--- src/rtl/sweep_pkg.sv ---
// Shared types for the up/down sweep sequencer: controller state encoding
// and counter direction constants.
package sweep_pkg;

    typedef enum logic [2:0] {
        IDLE    = 3'd0,
        UP      = 3'd1,
        HOLD_HI = 3'd2,
        DOWN    = 3'd3,
        HOLD_LO = 3'd4,
        DONE    = 3'd5
    } state_t;

    localparam logic DIR_UP = 1'b1;
    localparam logic DIR_DN = 1'b0;

endpackage

--- src/rtl/sudc_en.sv ---
// Synchronous up/down counter with enable and parallel load.
// Load has priority over counting; direction 1 counts up.
module sudc_en #(
    parameter int WIDTH = 4
) (
    input  logic             clk,
    input  logic             rst,
    input  logic             en,
    input  logic             load,
    input  logic             up,
    input  logic [WIDTH-1:0] load_val,
    output logic [WIDTH-1:0] q
);

    localparam logic [WIDTH-1:0] W_ONE = 1;

    always_ff @(posedge clk or negedge rst) begin
        if (!rst) begin
            q <= '0;
        end else if (load) begin
            q <= load_val;
        end else if (en) begin
            q <= up ? q + W_ONE : q - W_ONE;
        end
    end

endmodule

--- src/rtl/updown_sweep_ctrl.sv ---
// Sequencer driving an up/down counter through repeated triangular sweeps
// lo -> hi -> lo with optional dwell at each extreme.
module updown_sweep_ctrl
    import sweep_pkg::*;
#(
    parameter int WIDTH  = 4,
    parameter int HOLD_W = 4,
    parameter int REP_W  = 4
) (
    input  logic              clk,
    input  logic              rst,
    input  logic              start,
    input  logic              abort,
    input  logic [WIDTH-1:0]  lo,
    input  logic [WIDTH-1:0]  hi,
    input  logic [HOLD_W-1:0] hold,
    input  logic [REP_W-1:0]  reps,
    output logic [WIDTH-1:0]  q,
    output logic              up_down,
    output logic              busy,
    output logic              done,
    output logic              err
);

    localparam logic [WIDTH-1:0]  W_ONE = 1;
    localparam logic [HOLD_W-1:0] H_ONE = 1;
    localparam logic [REP_W-1:0]  R_ONE = 1;

    state_t             state;
    logic [WIDTH-1:0]   lo_l, hi_l;
    logic [HOLD_W-1:0]  hold_l, hold_cnt;
    logic [REP_W-1:0]   rep_cnt;
    logic [WIDTH-1:0]   q_inc, q_dec;
    logic               start_ok, busy_st, cnt_en, cnt_load, last_rep;

    assign q_inc    = q + W_ONE;
    assign q_dec    = q - W_ONE;
    assign start_ok = (lo < hi) && (reps != '0);
    assign busy_st  = (state == UP) || (state == HOLD_HI) ||
                      (state == DOWN) || (state == HOLD_LO);
    assign last_rep = (rep_cnt == R_ONE);

    // The counter loads lo from the live inputs on the same edge the config is latched.
    assign cnt_load = (state == IDLE) && start && start_ok;
    assign cnt_en   = ((state == UP) || (state == DOWN)) && !abort;

    sudc_en #(.WIDTH(WIDTH)) u_cnt (
        .clk      (clk),
        .rst      (rst),
        .en       (cnt_en),
        .load     (cnt_load),
        .up       (up_down),
        .load_val (lo),
        .q        (q)
    );

    always_ff @(posedge clk or negedge rst) begin
        if (!rst) begin
            state    <= IDLE;
            up_down  <= DIR_UP;
            busy     <= 1'b0;
            done     <= 1'b0;
            err      <= 1'b0;
            lo_l     <= '0;
            hi_l     <= '0;
            hold_l   <= '0;
            hold_cnt <= '0;
            rep_cnt  <= '0;
        end else begin
            done <= 1'b0;
            err  <= 1'b0;
            if (busy_st && abort) begin
                state   <= IDLE;
                busy    <= 1'b0;
                up_down <= DIR_UP;
            end else begin
                case (state)
                    IDLE: begin
                        if (start && start_ok) begin
                            lo_l    <= lo;
                            hi_l    <= hi;
                            hold_l  <= hold;
                            rep_cnt <= reps;
                            up_down <= DIR_UP;
                            busy    <= 1'b1;
                            state   <= UP;
                        end else if (start) begin
                            err <= 1'b1;
                        end
                    end
                    UP: begin
                        if (q_inc == hi_l) begin
                            if (hold_l != '0) begin
                                hold_cnt <= hold_l - H_ONE;
                                state    <= HOLD_HI;
                            end else begin
                                up_down <= DIR_DN;
                                state   <= DOWN;
                            end
                        end
                    end
                    HOLD_HI: begin
                        if (hold_cnt == '0) begin
                            up_down <= DIR_DN;
                            state   <= DOWN;
                        end else begin
                            hold_cnt <= hold_cnt - H_ONE;
                        end
                    end
                    DOWN: begin
                        if (q_dec == lo_l) begin
                            rep_cnt <= rep_cnt - R_ONE;
                            if (hold_l != '0) begin
                                hold_cnt <= hold_l - H_ONE;
                                state    <= HOLD_LO;
                            end else if (last_rep) begin
                                done  <= 1'b1;
                                state <= DONE;
                            end else begin
                                up_down <= DIR_UP;
                                state   <= UP;
                            end
                        end
                    end
                    HOLD_LO: begin
                        // rep_cnt was already decremented on the way into this dwell.
                        if (hold_cnt == '0) begin
                            if (rep_cnt == '0) begin
                                done  <= 1'b1;
                                state <= DONE;
                            end else begin
                                up_down <= DIR_UP;
                                state   <= UP;
                            end
                        end else begin
                            hold_cnt <= hold_cnt - H_ONE;
                        end
                    end
                    DONE: begin
                        busy  <= 1'b0;
                        state <= IDLE;
                    end
                    default: begin
                        busy  <= 1'b0;
                        state <= IDLE;
                    end
                endcase
            end
        end
    end

endmodule

--- config.mk ---
export PLATFORM = sky130hd
export DESIGN_NAME = updown_sweep_ctrl
export DESIGN_NICKNAME = d
export VERILOG_FILES = /design/src/rtl/sweep_pkg.sv /design/src/rtl/sudc_en.sv /design/src/rtl/updown_sweep_ctrl.sv
export SDC_FILE = /design/constraint.sdc
export NUM_CORES = 1
export LEC_CHECK = 0
export BUFFER_PORTS_ARGS = -buffer_cell sky130_fd_sc_hd__buf_2
export CAP_MARGIN = 15
export CORE_ASPECT_RATIO = 1.25
export CORE_MARGIN = 8
export CORE_UTILIZATION = 45
export DETAILED_ROUTE_END_ITERATION = 7
export PLACE_DENSITY = 0.64
export SYNTH_ARGS = -nofsm -noshare
export SYNTH_HDL_FRONTEND = slang
export SYNTH_SLANG_ARGS = --single-unit
--- constraint.sdc ---
create_clock -name clk -period 4.6 [get_ports clk]
set_input_delay 0.69 -clock clk [delete_from_list [all_inputs] [get_ports clk]]
set_output_delay 0.69 -clock clk [all_outputs]
set_load 0.02 [all_outputs]
### Word level (Yosys, flattened, before mapping)

Index checks and enable logic that the tools add are counted.

| word-level totals | value |
|---|---|
| flip-flop bits (word level) | 31 |
| input port bits | 20 |
| output and inout port bits | 8 |
| word-level logic and storage cells | 113 |

| cells by class | value |
|---|---|
| $add $sub $neg | 5 |
| order comparisons | 1 |
| equal/unequal tests | 21 |
| mux-type cells | 46 |
| bitwise logic cells | 1 |
| reductions and logical operators | 28 |

Operators by type and width:

| kind | count |
|---|---|
| $mux W4 | 9 |
| $mux W3 | 9 |
| $mux W1 | 22 |
| $sub A4 B1 Y4 const B | 4 |
| $ne A3 B1 Y1 const B | 5 |
| $pmux W3 S5 | 1 |
| $pmux W4 S3 | 1 |
| $reduce_and A10 Y1 | 1 |
| $reduce_and A5 Y1 | 2 |
| $ne A3 B3 Y1 const B | 3 |
| $eq A4 B4 Y1 | 2 |
| $logic_not A4 Y1 | 2 |
| $ne A2 B1 Y1 const B | 4 |
| $pmux W4 S2 | 1 |
| $reduce_bool A4 Y1 | 2 |
| $eq A3 B2 Y1 const B | 2 |
| $logic_and A1 B1 Y1 | 6 |
| $reduce_bool A6 Y1 | 1 |
| $pmux W1 S5 | 1 |
| $add A4 B1 Y4 const B | 1 |
| $eq A4 B1 Y1 const B | 1 |
| $logic_or A1 B1 Y1 | 4 |
| $lt A4 B4 Y1 | 1 |
| $pmux W1 S2 | 2 |
| other kinds (14) | 15 |

### Depth between registers and ports, before layout

| depth | value |
|---|---|
| word-level depth | 7 |
| gate-level depth with buffers | 9 |
| mapped depth without buffers | 8 |

### By module

A second synthesis with hierarchy kept.

| unflattened totals | value |
|---|---|
| cells, all modules | 225 |
| area, all modules | 2,082.0 um2 |

By module, submodules not included:

| module | instances | cells each | area an instance (um2) | seq. area each (um2) |
|---|---|---|---|---|
| updown_sweep_ctrl | 1 | 193 | 1,770.4 | 676.9 |
| sudc_en | 1 | 32 | 311.5 | 100.1 |

### Worst setup path before layout

OpenSTA, ideal clock, no wires.

| timing | value |
|---|---|
| path kind | reg-to-reg |
| start | register u_cnt.q[0] |
| end | register hold_cnt[0] |
| setup time | 128 ps |
| arrival time | 2,312 ps |
| data required time | 4,472 ps |
| path slack | 2,161 ps |
| stages on the path, launching flop included | 9 |
| path buffers | 1 |
| period minus slack after synthesis | 2,439 ps |
| cells stage by stage | dfrtp_1 -> buf_6 -> inv_1 -> ha_1 -> xor2_1 -> nor3_1 -> a31oi_1 -> a221oi_4 -> mux2_1 |

| on the way | value |
|---|---|
| cells in the longest elaborated chain, start to end | 4 |
| elaborated cells between the ends (all ways) | 7 |
| those cells by class | add/sub: 2; eq/ne: 4; reduce/logical: 1 |

Ends and longest elaborated chain:

| item | line | text |
|---|---|---|
| from (decl) | sudc_en.sv:12 | `output logic [WIDTH-1:0] q` |
| from (signal assigned) | sudc_en.sv:21 | `q <= load_val;` |
| from (signal assigned) | sudc_en.sv:23 | `q <= up ? q + W_ONE : q - W_ONE;` |
| $add A4 B1 Y4 or $sub A4 B1 Y4 (tied branches) | updown_sweep_ctrl.sv:36, updown_sweep_ctrl.sv:37 |  |
| $eq A4 B4 Y1 (on tied branches) | updown_sweep_ctrl.sv:92, updown_sweep_ctrl.sv:111 |  |
| $ne A2 B1 Y1 (no source line) | n/a |  |
| $reduce_and A5 Y1 (no source line) (*) | n/a |  |
| to (signal assigned) | updown_sweep_ctrl.sv:94 | `hold_cnt <= hold_l - H_ONE;` |
| to (signal assigned) | updown_sweep_ctrl.sv:107 | `hold_cnt <= hold_cnt - H_ONE;` |
| to (signal assigned) | updown_sweep_ctrl.sv:114 | `hold_cnt <= hold_l - H_ONE;` |
| to (decl) | updown_sweep_ctrl.sv:31 | `logic [HOLD_W-1:0] hold_l, hold_cnt;` |

Every way passes the cells marked *; elsewhere a longest branch is shown, timed or not.
A chain may end at the register's enable or synchronous reset.

### Worst setup path in the final report

Ends and elaborated chain as after synthesis.

==> impl_metrics.yaml <==
outcome:
  status: "finished, final reports clean"
timing:
  rsz0062_at_grt: "false"
  timing.fmax_ghz: 0.384
  relSlewSlack_pct: 30.8
  min_period_ns: 2.61
  tns_ns: 0
  hold_viol: 0
  drv_slew: 0
  setup_slack_ns: 1.99
  finClkSkew_ns: 0.00815
  fin_crit_sh_pct: 56.6
  setup_viol: 0
  worst_pin_slew_ns: 1.04
finish:
  final_layout_size_suffix_gt1_share_pct: 18.6
  area_delta_synth_final_pct: 13.1
  final_design_area_no_fill_um2: 2270
  nNetsFinal: 265
  num_antenna_cells: 0
critical_path:
  cp.arrival_ns: 2.77
  path_class: "reg -> reg"
  cp_max_fo: 8
  worst_setup_path_start_kind: "register"
  worstPathRequired_ns: 4.77
  end_kind: "register"
cts:
  htreeDepth: 2
  cts_buffers: 5
  cts.hold.buffers_added: 0
  cts_root_buf: "clkbuf_8"
  clkLatencyLatePin_ns: 0.28
  post_cts_resized: 0
  path_clk_slew_ns: 0.07
  clock-sinks: 31
  post-cts-setup-buffers: 0
  tritoncts: "yes"
  clockBufferDepth: 2
routing:
  drc_errors: 0
  drt_iter0_drc: 84
  num_vias: 1591
  first_pass_iters: 4
  antenna_left: 0
  drt-total-wl_mm: 4.28
  viasPerCell: 5.39
  wire_per_inst_um: 14.5
yosys:
  yosys.area_share.simple_pct: 19.2
  synth_edf_count: 0
  synthDistinctLibCells: 50
  synth_compound_area_share_pct: 16.8
  ys_ff_latch: 31
  synth_top_cell_area_share_pct: 37.4
  synthXorXnorAreaFrac_pct: 8.16
  avgSynthCellArea_um2: 9.52
  synthAdderAreaFrac_pct: 5.61
  synthTopCellsByCount: "dfrtp_1 (30), nand2_1 (20), nor2_1 (20)"
  synthArstFlopShare_pct: 100
  synth_top_family_by_area: "simple AND/OR/NAND/NOR gates"
  synth.most_common_cell: "dfrtp_1"
  syn_nets: 240
  ys_warn_count: 0
  synth_seq_area_share_pct: 38.7
  synthMuxAreaShare_pct: 7.60
  synth_cells: 211
  synth_top_cell_by_area: "dfrtp_1"
  syn_area_um2: 2010
  synth_flop_cell: "dfrtp_1"
  synth_top_cells_by_area: "dfrtp_1 (37%), ha_1 (5.6%), mux2_1 (5.6%)"
placed_design:
  pre_cts_ws_ns: 1.88
  io_buffers: 27
  hpwlAfterDp_mm: 3.19
  placed_cell_area_um2: 2170
  gp_congestion: 0.792
floorplan:
  core_area_um2: 4360
  start_util_pct: 46.1
  pin_count: 28
  die_area_um2: 6870
  die_x_um: 75.8
  rows: 27
  dieHeight_um: 90.7
job:
  max_cap_violations: 0
power_and_ir_drop:
  p_per_area_nw_per_um2: 667
  ir_drop_uv: 358
  p_leak_uw: 0.00104
global_route:
  grt_pass1_wl_mm: 7.48
  grt_max_degree: 32
  grt_antenna_before_repair: 0
  gr-total-overflow: 0
  grtUsageTotal_pct: 13.9
  grt_pass1_vias: 1646
worst_hold_path:
  hold_class: "in -> async"
metrics by stage:
step	instances	total power [uW]	hold WS [ns]	util (%)
2_1_floorplan	211	1130	0.394	-
3_3_place_gp	287	1270	0.479	49.8
3_5_place_dp	287	1280	0.484	49.8
4_1_cts	295	1530	0.482	52.1
5_1_grt	295	1650	0.521	52.1
6_report	295	1510	0.457	52.1
worst max-delay path: stages, from the launching register on:
cell and delay, ns:
dfrtp_1 0.52, inv_1 0.08, ha_1 0.25, xor3_1 0.39, nor3_2 0.24, nand3b_4 0.16
a221oi_4 0.49, mux2_1 0.36
cell families (layout without fill, tap and decap cells):
group                    after synthesis  after routing
flip-flops                            31             31
AO/OA/AOI/OAI                         48             48
XOR/XNOR                              17             17
AND/OR/NAND/NOR                       74             74
adder cells (fa/ha/maj)                9              9
buffers and inverters                 18             44
multiplexers                          14             14
path summary, 6_finish.rpt:
| kind | depth (start not counted) | slack [ns] | from | endpoint |
|---|---|---|---|---|
| max | 7 | 1.99 | u_cnt.q[0] | hold_cnt[0] |
| min | 1 | 0.46 | rst | hold_l[1] |
| max reg2reg | 7 | 1.99 | u_cnt.q[0] | hold_cnt[0] |
| min reg2reg | 1 | 0.50 | hold_cnt[3] | hold_cnt[3] |
| max in group asynchronous | 1 | 3.69 | rst | u_cnt.q[1] |
| min in group clk | 1 | 0.50 | hold_cnt[3] | hold_cnt[3] |
state kept, by name, summed over array words and instances, names as in the netlist, 3 cells and up:
register / count
state: 3
rep_cnt: 4
u_cnt.q: 4
lo_l: 4
hi_l: 4
hold_l: 4
hold_cnt: 4
final cells by class:
cell class	count	area, um^2
clock buffers	8	100
repair buffers	27	135
fillers	416	2090
well taps	58	72.6
multi-input cells	162	1150
inverters	9	33.8
flip-flops and latches	31	777
routing by layer:
| layer | vias up | track usage [%] | share of wire [%] |
|---|---|---|---|
| li1 | 800 | - | - |
| met1 | 764 | 16.1 | 42 |
| met2 | 23 | 23.3 | 53 |
| met3 | 4 | 3.78 | 4.1 |
| met4 | 0 | 4.82 | 1.4 |
| met5 | - | 0 | 0 |
report_power, final:
group	switching, uW	leakage [uW]	total (uW)	internal, uW
clock network	104	0.0000515	241	137
registers	147	0.000375	546	399
logic	382	0.000610	728	346
placed cells by master (no fill, tap or decap), types with 2 or more instances in the layout:
cell       n
nor2_1    20
o21ai_1    8
xnor2_1   12
or3_1      4
nor4_1     2
nand3_1    5
dfrtp_1   30
nand2b_1   4
buf_2     27
nand2_1   20
xor2_1     4
o21ai_2    2
inv_1      9
nor3_2     2
clkbuf_8   7
a22o_1     3
ha_1       9
nor3_1     5
nor2b_1    2
a21oi_1   12
mux2_1    10
a211oi_1   3
mux2i_1    4
o21ai_0    7
No activity file was read; power rests on OpenSTA's default activity.
